<file path="src/rtl/msx_bus_pkg.sv">
// Shared definitions for the MSX cartridge slot responder.
//   msx_state_t     : responder state machine encoding
//   MAP_BANKx_BASE  : ASCII8 mapper register windows (2 KB each, 6000h-7FFFh)
//   PAGE_BASE       : first address of the banked read window (4000h-BFFFh)
//   READ_DEFAULT    : byte returned on reset and on a timed-out memory fetch
package msx_bus_pkg;

    typedef enum logic [1:0] {
        IDLE     = 2'd0,
        RD_FETCH = 2'd1,
        RD_HOLD  = 2'd2,
        WR_HOLD  = 2'd3
    } msx_state_t;

    localparam logic [15:0] MAP_BANK0_BASE = 16'h6000;
    localparam logic [15:0] MAP_BANK1_BASE = 16'h6800;
    localparam logic [15:0] MAP_BANK2_BASE = 16'h7000;
    localparam logic [15:0] MAP_BANK3_BASE = 16'h7800;
    localparam logic [15:0] MAP_WIN_LAST   = 16'h7FFF;
    localparam logic [15:0] PAGE_BASE      = 16'h4000;
    localparam logic [7:0]  READ_DEFAULT   = 8'hFF;

    // Only the top two address bits decide whether a read is ours.
    function automatic logic in_read_window(input logic [1:0] a_top);
        return (a_top == 2'b01) || (a_top == 2'b10);
    endfunction

    // 8 KB page index inside 4000h-BFFFh: 4000h->0, 6000h->1, 8000h->2, A000h->3.
    function automatic logic [1:0] page_of(input logic [15:0] a);
        return 2'((a - PAGE_BASE) >> 13);
    endfunction

    function automatic logic map_hit(input logic [15:0] a);
        return (a >= MAP_BANK0_BASE) && (a <= MAP_WIN_LAST);
    endfunction

    function automatic logic [1:0] map_index(input logic [15:0] a);
        if (a >= MAP_BANK3_BASE)      return 2'd3;
        else if (a >= MAP_BANK2_BASE) return 2'd2;
        else if (a >= MAP_BANK1_BASE) return 2'd1;
        else                          return 2'd0;
    endfunction

endpackage

</file>
<file path="src/rtl/msx_strobe_sync.sv">
// Multi-bit flip-flop synchroniser for the asynchronous Z80 bus strobes.
// All stages reset to 1 because the strobes are active-low and idle high.
//   clk   : system clock
//   rst_n : asynchronous active-low reset
//   d     : asynchronous strobe inputs
//   q     : synchronised strobes, STAGES clocks behind d
module msx_strobe_sync #(
    parameter int WIDTH  = 4,
    parameter int STAGES = 2
) (
    input  logic             clk,
    input  logic             rst_n,
    input  logic [WIDTH-1:0] d,
    output logic [WIDTH-1:0] q
);

    logic [STAGES-1:0][WIDTH-1:0] stage_q;

    always_ff @(posedge clk or negedge rst_n) begin
        if (!rst_n) begin
            stage_q <= '1;
        end else begin
            stage_q <= {stage_q[STAGES-2:0], d};
        end
    end

    assign q = stage_q[STAGES-1];

endmodule

</file>
<file path="src/rtl/msx_slot_responder.sv">
// Cartridge-side MSX slot responder with an ASCII8 mapper. Reads in
// 4000h-BFFFh are fetched from a 2 MB external memory while the Z80 is held
// with WAIT; writes to 6000h-7FFFh load the four 8 KB bank registers.
//   clk, rst_n          : system clock (>= 8x MSX clock), async active-low reset
//   addr, data_in       : MSX address bus and write data
//   data_out, data_oe   : read data and its bus-drive enable
//   sltsl,mreq,iorq,rd,wr : active-low slot/Z80 strobes (iorq is ignored)
//   wait_n, busdir      : active-low WAIT request; BUSDIR (always 1)
//   mem_*               : external memory read port (req held until ack)
//   bank0..bank3        : current mapper registers
//
// state    | meaning
// ---------+-------------------------------------------------------------
// IDLE     | waiting for a qualified read or write
// RD_FETCH | memory fetch outstanding, Z80 held with WAIT
// RD_HOLD  | data driven on the bus until RD or SLTSL rises
// WR_HOLD  | mapper write done, waiting for WR to rise
module msx_slot_responder
    import msx_bus_pkg::*;
#(
    parameter int SYNC_STAGES = 2,
    parameter int TIMEOUT     = 64,
    parameter int BANK_BITS   = 8
) (
    input  logic                  clk,
    input  logic                  rst_n,
    input  logic [15:0]           addr,
    input  logic [7:0]            data_in,
    output logic [7:0]            data_out,
    output logic                  data_oe,
    input  logic                  sltsl,
    input  logic                  mreq,
    input  logic                  iorq,
    input  logic                  rd,
    input  logic                  wr,
    output logic                  wait_n,
    output logic                  busdir,
    output logic [BANK_BITS+12:0] mem_addr,
    output logic                  mem_req,
    input  logic                  mem_ack,
    input  logic [7:0]            mem_rdata,
    output logic [BANK_BITS-1:0]  bank0,
    output logic [BANK_BITS-1:0]  bank1,
    output logic [BANK_BITS-1:0]  bank2,
    output logic [BANK_BITS-1:0]  bank3
);

    localparam int               CNT_W    = $clog2(TIMEOUT) + 1;
    localparam logic [CNT_W-1:0] CNT_LAST = CNT_W'(TIMEOUT - 1);

    logic [3:0] strobe_s;
    logic       s_sltsl, s_mreq, s_rd, s_wr;
    logic       qual_rd, qual_wr, rd_gone, fetch_done;

    msx_state_t                    state_q, state_d;
    logic [CNT_W-1:0]              cnt_q, cnt_d;
    logic [3:0][BANK_BITS-1:0]     bank_q, bank_d;
    logic [7:0]                    data_out_d;
    logic                          data_oe_d, wait_n_d, mem_req_d;
    logic [BANK_BITS+12:0]         mem_addr_d;

    // IORQ cycles never qualify; the strobe is deliberately left unused.
    logic unused_ok;
    assign unused_ok = ^{iorq, data_in};

    msx_strobe_sync #(
        .WIDTH  (4),
        .STAGES (SYNC_STAGES)
    ) u_strobe_sync (
        .clk   (clk),
        .rst_n (rst_n),
        .d     ({sltsl, mreq, rd, wr}),
        .q     (strobe_s)
    );

    assign {s_sltsl, s_mreq, s_rd, s_wr} = strobe_s;

    // addr/data_in are stable by the time the synchronised strobe arrives,
    // so they are used directly on the detecting edge.
    assign qual_rd    = !s_sltsl && !s_mreq && !s_rd && in_read_window(addr[15:14]);
    assign qual_wr    = !s_sltsl && !s_mreq && !s_wr;
    assign rd_gone    = s_rd || s_sltsl;
    assign fetch_done = mem_ack || (cnt_q == CNT_LAST);

    assign busdir = 1'b1;
    assign bank0  = bank_q[0];
    assign bank1  = bank_q[1];
    assign bank2  = bank_q[2];
    assign bank3  = bank_q[3];

    always_ff @(posedge clk or negedge rst_n) begin
        if (!rst_n) begin
            state_q  <= IDLE;
            cnt_q    <= '0;
            bank_q   <= '0;
            data_out <= READ_DEFAULT;
            data_oe  <= 1'b0;
            wait_n   <= 1'b1;
            mem_req  <= 1'b0;
            mem_addr <= '0;
        end else begin
            state_q  <= state_d;
            cnt_q    <= cnt_d;
            bank_q   <= bank_d;
            data_out <= data_out_d;
            data_oe  <= data_oe_d;
            wait_n   <= wait_n_d;
            mem_req  <= mem_req_d;
            mem_addr <= mem_addr_d;
        end
    end

    always_comb begin
        state_d    = state_q;
        cnt_d      = cnt_q;
        bank_d     = bank_q;
        data_out_d = data_out;
        data_oe_d  = data_oe;
        wait_n_d   = wait_n;
        mem_req_d  = mem_req;
        mem_addr_d = mem_addr;

        case (state_q)
            IDLE: begin
                if (qual_rd) begin
                    state_d    = RD_FETCH;
                    wait_n_d   = 1'b0;
                    mem_req_d  = 1'b1;
                    mem_addr_d = {bank_q[page_of(addr)], addr[12:0]};
                    cnt_d      = '0;
                end else if (qual_wr) begin
                    state_d = WR_HOLD;
                    if (map_hit(addr)) begin
                        bank_d[map_index(addr)] = data_in[BANK_BITS-1:0];
                    end
                end
            end

            RD_FETCH: begin
                if (cnt_q != '1) begin
                    cnt_d = cnt_q + 1'b1;
                end
                if (rd_gone) begin
                    wait_n_d = 1'b1;
                end
                if (fetch_done) begin
                    mem_req_d = 1'b0;
                    // wait_n already high here means the read was withdrawn
                    // earlier in this fetch; the result is then discarded.
                    if (rd_gone || wait_n) begin
                        state_d = IDLE;
                    end else begin
                        state_d    = RD_HOLD;
                        data_out_d = mem_ack ? mem_rdata : READ_DEFAULT;
                        data_oe_d  = 1'b1;
                        wait_n_d   = 1'b1;
                    end
                end
            end

            RD_HOLD: begin
                if (rd_gone) begin
                    data_oe_d = 1'b0;
                    state_d   = IDLE;
                end
            end

            WR_HOLD: begin
                if (s_wr) begin
                    state_d = IDLE;
                end
            end

            default: begin
                state_d = IDLE;
            end
        endcase
    end

endmodule

</file>
<file path="config.mk">
export PLATFORM = sky130hd
export DESIGN_NAME = msx_slot_responder
export DESIGN_NICKNAME = d
export VERILOG_FILES = /design/src/rtl/msx_bus_pkg.sv /design/src/rtl/msx_strobe_sync.sv /design/src/rtl/msx_slot_responder.sv
export SDC_FILE = /design/constraint.sdc
export NUM_CORES = 1
export LEC_CHECK = 0
export BUFFER_PORTS_ARGS = -buffer_cell sky130_fd_sc_hd__buf_2
export CAP_MARGIN = 25
export CORE_MARGIN = 2
export CORE_UTILIZATION = 25
export CTS_BUF_LIST = sky130_fd_sc_hd__clkbuf_16
export DETAILED_ROUTE_END_ITERATION = 10
export MAX_ROUTING_LAYER = met4
export PLACE_DENSITY = 0.45
export SYNTH_ARGS = -nofsm -noshare
export SYNTH_HDL_FRONTEND = slang
export SYNTH_SLANG_ARGS = --single-unit
</file>
<file path="constraint.sdc">
create_clock -name clk -period 2.41 [get_ports clk]
set_clock_uncertainty 0.15 [all_clocks]
set_input_delay 0.3615 -clock clk [delete_from_list [all_inputs] [get_ports clk]]
set_output_delay 0.3615 -clock clk [all_outputs]
set_load 0.005 [all_outputs]
</file>
==> results.toml, run 1 <==
[outcome]
outcome = "finished clean"

[timing]
tightestPinTransition_ps = 571
hold_viol = 0
fmax_mhz = 419
period_minus_slack_ps = 2380
slew_viol_final = 0
timing.slew.headroom_pct = 61.7
setup_viol = 0
finalCritPeriodShare_pct = 98.9
setup_tns_ps = 0
setup_ws_ps = 25.4
grt_setup_unrepaired = "true"

[clocking]
htree_levels = 3
cts-root-buf = "clkbuf_16"
clkSinkCount = 81
tritoncts = "done"
cts_buffer_depth = 2
clkTransAtPathRegs_ps = 60
clock_latency_ps = 340
cts-buffers-inserted = 9

[placed_design]
place_ws_ps = -21.0
place_area_um2 = 4330
hpwl_um = 6240
port_buffers = 102
place_congestion = 0.759

[logic_synthesis]
syn_area_um2 = 3400
synthCells = 270
ys_warn_count = 0
ys_seq_area_share_pct = 60.2
yosysUniqueCellTypes = 41
synthTopCellsByArea = "dfrtp_1 (47%), dfstp_2 (13%), mux2_2 (10%)"
synth_top_cell_by_area = "dfrtp_1"
avgSynthCellArea_um2 = 12.6
synth_top_area_share_pct = 47.1
ys_ff_latch = 81
syn-num-nets = 312

[floorplanning]
die_w_um = 121
row_count = 42
coreArea_um2 = 13200
die_h_um = 121
start_util_pct = 25.7
io_pins = 105
dieArea_um2 = 14600

[setup_path]
start_kind = "flip-flop"
r2r_cells = 5
endpoint_kind = "flip-flop"
crit_chain = "or4_4 > or4_4 > nor3b_4 > buf_6 > mux2_4"
slowest_delay_ps = 530
crit_cells = 5
worstPathRequired_ps = 2490
rrSetupSlack_ps = 30
crit_path_end = "bank1[5]"
cp_slowest_cell = "or4_4"
crit_buf_inv = 1
worstPathMaxFanout = 5
path_delay_family = "simple AND/OR/NAND/NOR gates"
r2r_end = "bank1[5]"
cp.arrival_ps = 2460
startpoint = "state_q[1]"
r2r_start = "state_q[1]"
setup.worst_path.class = "reg2reg"
crit_top_cell = "or4_4"

[final_layout]
final_common_cell = "buf_2"
nFillCells = 1360
syn_to_final_growth_pct = 38.4
design_area_um2 = 4710
nets = 440
final_cell_mix = "buf_2 (101), nand2_1 (72), dfrtp_1 (64)"
seqCellArea_um2 = 2050
antenna_cells = 0
drive_gt1_share_pct = 49.6
multiInputGateArea_um2 = 1390

[power]
p_leak_nw = 2.39
worst_ir_drop_vdd_v = 0.000315
power_density_nw_per_um2 = 861
fin_total_pwr_mw = 4.05

[detailed_routing]
drc_errors = 0
ant_nets = 0
wl_um = 8700
wl_per_cell_um = 15.0
vias_per_cell = 4.34
dr.first_iter.drc_count = 100
route.vias.total = 2513
dr.pass1.iters = 6

[global_routing]
grt_usage_pct = 12.9
antenna_found_initial = 0
grt_pass1_vias = 2556
grt_start_max_net_pins = 49
grt_pass1_wl_um = 13600
overflow = 0

[run]
max-cap-violations = 0

[hold_path]
worstHoldPathType = "in2reg"
min_path_cells = 3
## metal layers
| metal | wire length, µm | vias up | GRT usage (%) |
|---|---|---|---|
| met1 | 4050 | 1224 | 16.3 |
| met4 | 142 | 0 | 4.80 |
| li1 | - | 1208 | - |
| met3 | 550 | 11 | 4.34 |
| met2 | 3960 | 70 | 19.3 |
| met5 | 0 | - | - |
## worst reg2reg max path, stage by stage (launching register included)
cell and delay (ps):
dfrtp_1 370, or4_4 530, or4_4 490, nor3b_4 260, buf_6 180, mux2_4 300
## state kept, by name, summed over array words and instances (netlist names)
signal / count
bank1: 8
bank0: 8
mem_addr: 21
u_strobe_sync.q: 4
bank2: 8
u_strobe_sync.stage_q: 4
mem_req: 1
cnt_q: 7
state_q: 2
bank3: 8
data_out: 8
wait_n: 1
data_oe: 1
## Yosys cell counts
library cell,instances
o31ai_1,1
o21ai_0,1
nor2_1,3
nor3b_4,2
nand4_1,5
or4_4,1
o32a_1,1
or4_1,1
nor3b_1,1
o22a_1,9
nand3b_1,1
and4_1,2
a31oi_1,2
buf_1,2
nand2b_1,2
conb_1,1
mux2_2,31
ha_1,2
mux2_1,1
mux4_2,8
nor3_4,1
buf_6,1
mux2i_1,3
a31o_2,1
o211ai_1,1
dfrtp_1,64
clkbuf_1,5
nor4_1,1
buf_2,1
a21o_1,2
dfstp_2,17
nor3_1,4
o32ai_1,2
or3_1,1
nor2b_1,1
a21oi_1,5
o22ai_1,1
nand2_1,72
buf_4,1
inv_1,4
nand3_1,5
## cells by family after synthesis
logic type	after synthesis	synth area share (%)
mux	43	16.8
buf+inv	14	1.91
compound gates	26	5.70
other cells	1	0.110
fa+ha+maj	2	0.736
flops	81	60.2
simple gates	103	14.5
## where the power goes
part	switching (mW)	total (mW)	internal (mW)
logic	0.400	0.837	0.437
clock network	0.541	1.33	0.789
registers	0.180	1.89	1.71
total	1.12	4.05	2.93
## area by class of cell
cell class                      instances  area share, %
Tap cell                              176           4.68
Clock buffer                            9           4.78
Sequential cell                        81           43.5
Timing Repair Buffer                  127           15.9
Inverter                                4          0.319
Multi-Input combinational cell        175           29.5
Clock inverter                          7           1.30
## how the worst min path moves through the flow
stage          slack (ps)            endpoint                     start
2_1_floorplan         -80            bank0[0]                     rst_n
3_3_place_gp          200  u_strobe_sync.q[3]  u_strobe_sync.stage_q[3]
5_1_grt                70         mem_addr[0]                   addr[0]
4_1_cts                60         mem_addr[7]                   addr[7]
6_report               80         mem_addr[1]                   addr[1]
3_5_place_dp          200  u_strobe_sync.q[3]  u_strobe_sync.stage_q[3]
## metrics by stage
stage / std cells / util (%) / hold slack, ps
floorplan: 270 / - / -84.1
global placement: 557 / 32.7 / 196
detailed placement: 557 / 32.7 / 197
CTS: 579 / 35.4 / 64.6
global route: 579 / 35.5 / 69.7
finish: 579 / 35.5 / 75.5
## what timing repair did
| item | in CTS | in global routing |
|---|---|---|
| gates resized for setup | 2 | 6 |
| cloned | 0 | 0 |
| hold endpoints to repair | 25 | 0 |
| hold buffers | 5 | 0 |
| setup endpoints to repair | 5 | 22 |
| buffers inserted | 1 | 0 |
Note: power is estimated with default switching activity, not from simulation.
==> run 2, diff against run 1 <==
--- a/config.mk
+++ b/config.mk
@@ -15,4 +15,5 @@
 export PLACE_DENSITY = 0.45
 export SYNTH_ARGS = -nofsm -noshare
 export SYNTH_HDL_FRONTEND = slang
+export SYNTH_HIERARCHICAL = 1
 export SYNTH_SLANG_ARGS = --single-unit
==> run 2 against run 1 <==
  * The flow now finishes with violations (negative setup slack)
  * Synthesized cell count grew 9.6%
  * Register-to-register slack lost 130 ps
  * Worst setup slack lost 130 ps
  * Largest power group unchanged
==> results.toml, run 2 <==
[timing]
whs_ps = 98.3
grt_setup_unrepaired = "true"
hold_viol = 0
setup_tns_ps = -1190
slew_viol_final = 0
tightestPinTransition_ps = 626
period_minus_slack_ps = 2510
setup_viol = 32
timing.slew.headroom_pct = 57.7
setup_ws_ps = -104
fmax_mhz = 398
finalCritPeriodShare_pct = 104

[final_layout]
largest_reg_flops = 21
syn_to_final_growth_pct = 35.5
final_util_pct = 34.2
antenna_cells = 0
nets = 462
final_common_cell = "buf_2"
final_cell_mix = "buf_2 (101), nand2_1 (69), dfrtp_1 (64)"
design_area_um2 = 4920
drive_gt1_share_pct = 50.4
regMostFlops = "mem_addr"
nFillCells = 1429

[detailed_routing]
drc_errors = 0
dr.first_iter.drc_count = 92
vias_per_cell = 4.44
wl_um = 9280
ant_nets = 0
wl_per_cell_um = 15.2
dr.pass1.iters = 4
route.vias.total = 2705

[run]
max-cap-violations = 0

[global_routing]
grt_usage_pct = 12.8
use_met2_pct = 20.3
grtUsageMet3_pct = 2.92
grt_pass1_wl_um = 15000
grt_use_met1_pct = 15.9
grt_start_max_net_pins = 54
grt_pass1_vias = 2922
antenna_found_initial = 0
overflow = 0
grt.busiest_layer = "met2"

[placed_design]
place_area_um2 = 4540
hpwl_um = 6490
place_ws_ps = -106
place_congestion = 0.730
port_buffers = 102

[floorplanning]
row_count = 44
coreArea_um2 = 14400
die_w_um = 124
io_pins = 105
start_util_pct = 25.3
die_h_um = 124
dieArea_um2 = 15500

[power]
p_leak_nw = 2.51
worst_ir_drop_vdd_v = 0.000264
power_density_nw_per_um2 = 792

[logic_synthesis]
avgSynthCellArea_um2 = 12.3
synth_top_cell_by_area = "dfrtp_1"
synthCells = 296
synth_flop_cell = "dfrtp_1"
syn_area_um2 = 3630
yosys-top-cells-count = "nand2_1 (69), dfrtp_1 (64), mux2_2 (34)"
syn-num-nets = 338
ys_warn_count = 6
ys_seq_area_share_pct = 56.4
synthTopCellsByArea = "dfrtp_1 (44%), dfstp_2 (12%), mux2_2 (11%)"
yosysUniqueCellTypes = 40
synth_top_area_share_pct = 44.1
synth_edf_count = 0
async_flop_share_pct = 100
ys_ff_latch = 81
yosysMostFrequentCell = "nand2_1"

[clocking]
clkTransAtPathRegs_ps = 60
tritoncts = "done"
cts-root-buf = "clkbuf_16"
clock_latency_ps = 340
cts_buffer_depth = 2
htree_levels = 3
clkSinkCount = 81
cts-buffers-inserted = 9

[hold_path]
worstHoldPathType = "in2reg"
min_path_cells = 3

[setup_path]
r2r_cells = 4
start_kind = "flip-flop"
worstPathRequired_ps = 2480
worstPathMaxFanout = 8
cp.arrival_ps = 2580
endpoint_kind = "flip-flop"
setup.worst_path.class = "reg2reg"
rrSetupSlack_ps = -100

[outcome]
violations = "negative setup slack"
outcome = "finished with violations"
-- run 2: area by class of cell --
type                    instances  area [µm²]  area share [%]
multi-input cells             193        1530            31.1
clock inverters                 7        88.8            1.81
well taps                     184         230            4.68
clock buffers                   9         225            4.58
flip-flops and latches         81        2050            41.6
repair buffers                131         785            15.9
inverters                       4        15.0           0.305
-- run 2: per-layer routing --
layer	up-vias	part of all wire (%)	wire [µm]
met5	-	0	0
met1	1336	45	4210
met4	0	2.0	190
met2	78	48	4440
li1	1279	-	-
met3	12	4.7	436
-- run 2: cells by family (layout without fill, tap and decap cells) --
| family | after synthesis | after routing | share of synthesized area [%] |
|---|---|---|---|
| AOI/OAI and AO/OA | 25 | 25 | 4.83 |
| adders and majority gates | 2 | 2 | 0.689 |
| buffers and inverters | 22 | 151 | 3.21 |
| DFF | 81 | 81 | 56.4 |
| muxes | 50 | 50 | 18.8 |
| other | 1 | 1 | 0.103 |
| and+or+nand+nor | 115 | 115 | 15.9 |
-- run 2: final timing paths --
| check | start | endpoint |
|---|---|---|
| worst min-delay path | addr[6] | mem_addr[6] |
| worst max-delay path | state_q[0] | bank1[5] |
| max in group asynchronous | rst_n | u_strobe_sync/stage_q[1] |
| min in group asynchronous | rst_n | mem_addr[9] |
| worst max register to register | state_q[0] | bank1[5] |
| worst min register to register | u_strobe_sync/stage_q[1] | u_strobe_sync/q[1] |
-- run 2: repair_timing --
| action | 4_1_cts | 5_1_grt |
|---|---|---|
| setup buffers | 1 | 0 |
| hold buffers | 5 | 0 |
| gates resized for setup | 2 | 0 |
| pin swaps | 0 | 0 |
| hold endpoints to repair | 21 | 0 |
| setup endpoints to repair | 32 | 32 |
-- run 2: power breakdown --
group | switching, mW | internal (mW) | leakage (nW)
Combinational | 0.306 | 0.362 | 1.31
Clock | 0.555 | 0.900 | 0.158
Sequential | 0.144 | 1.63 | 1.04
Total | 1.00 | 2.89 | 2.51
-- run 2: through the flow --
step	std cells	total power, mW
after CTS	609	3.96
final	609	3.90
after floorplan	296	2.11
after global placement	587	2.45
after detailed placement	587	2.47
after global routing	609	4.12
-- run 2: critical path: stages (launching register included) --
cell and delay (ps):
dfrtp_1 380, or4_4 540, or3_4 380, or4b_4 610
mux2_4 330
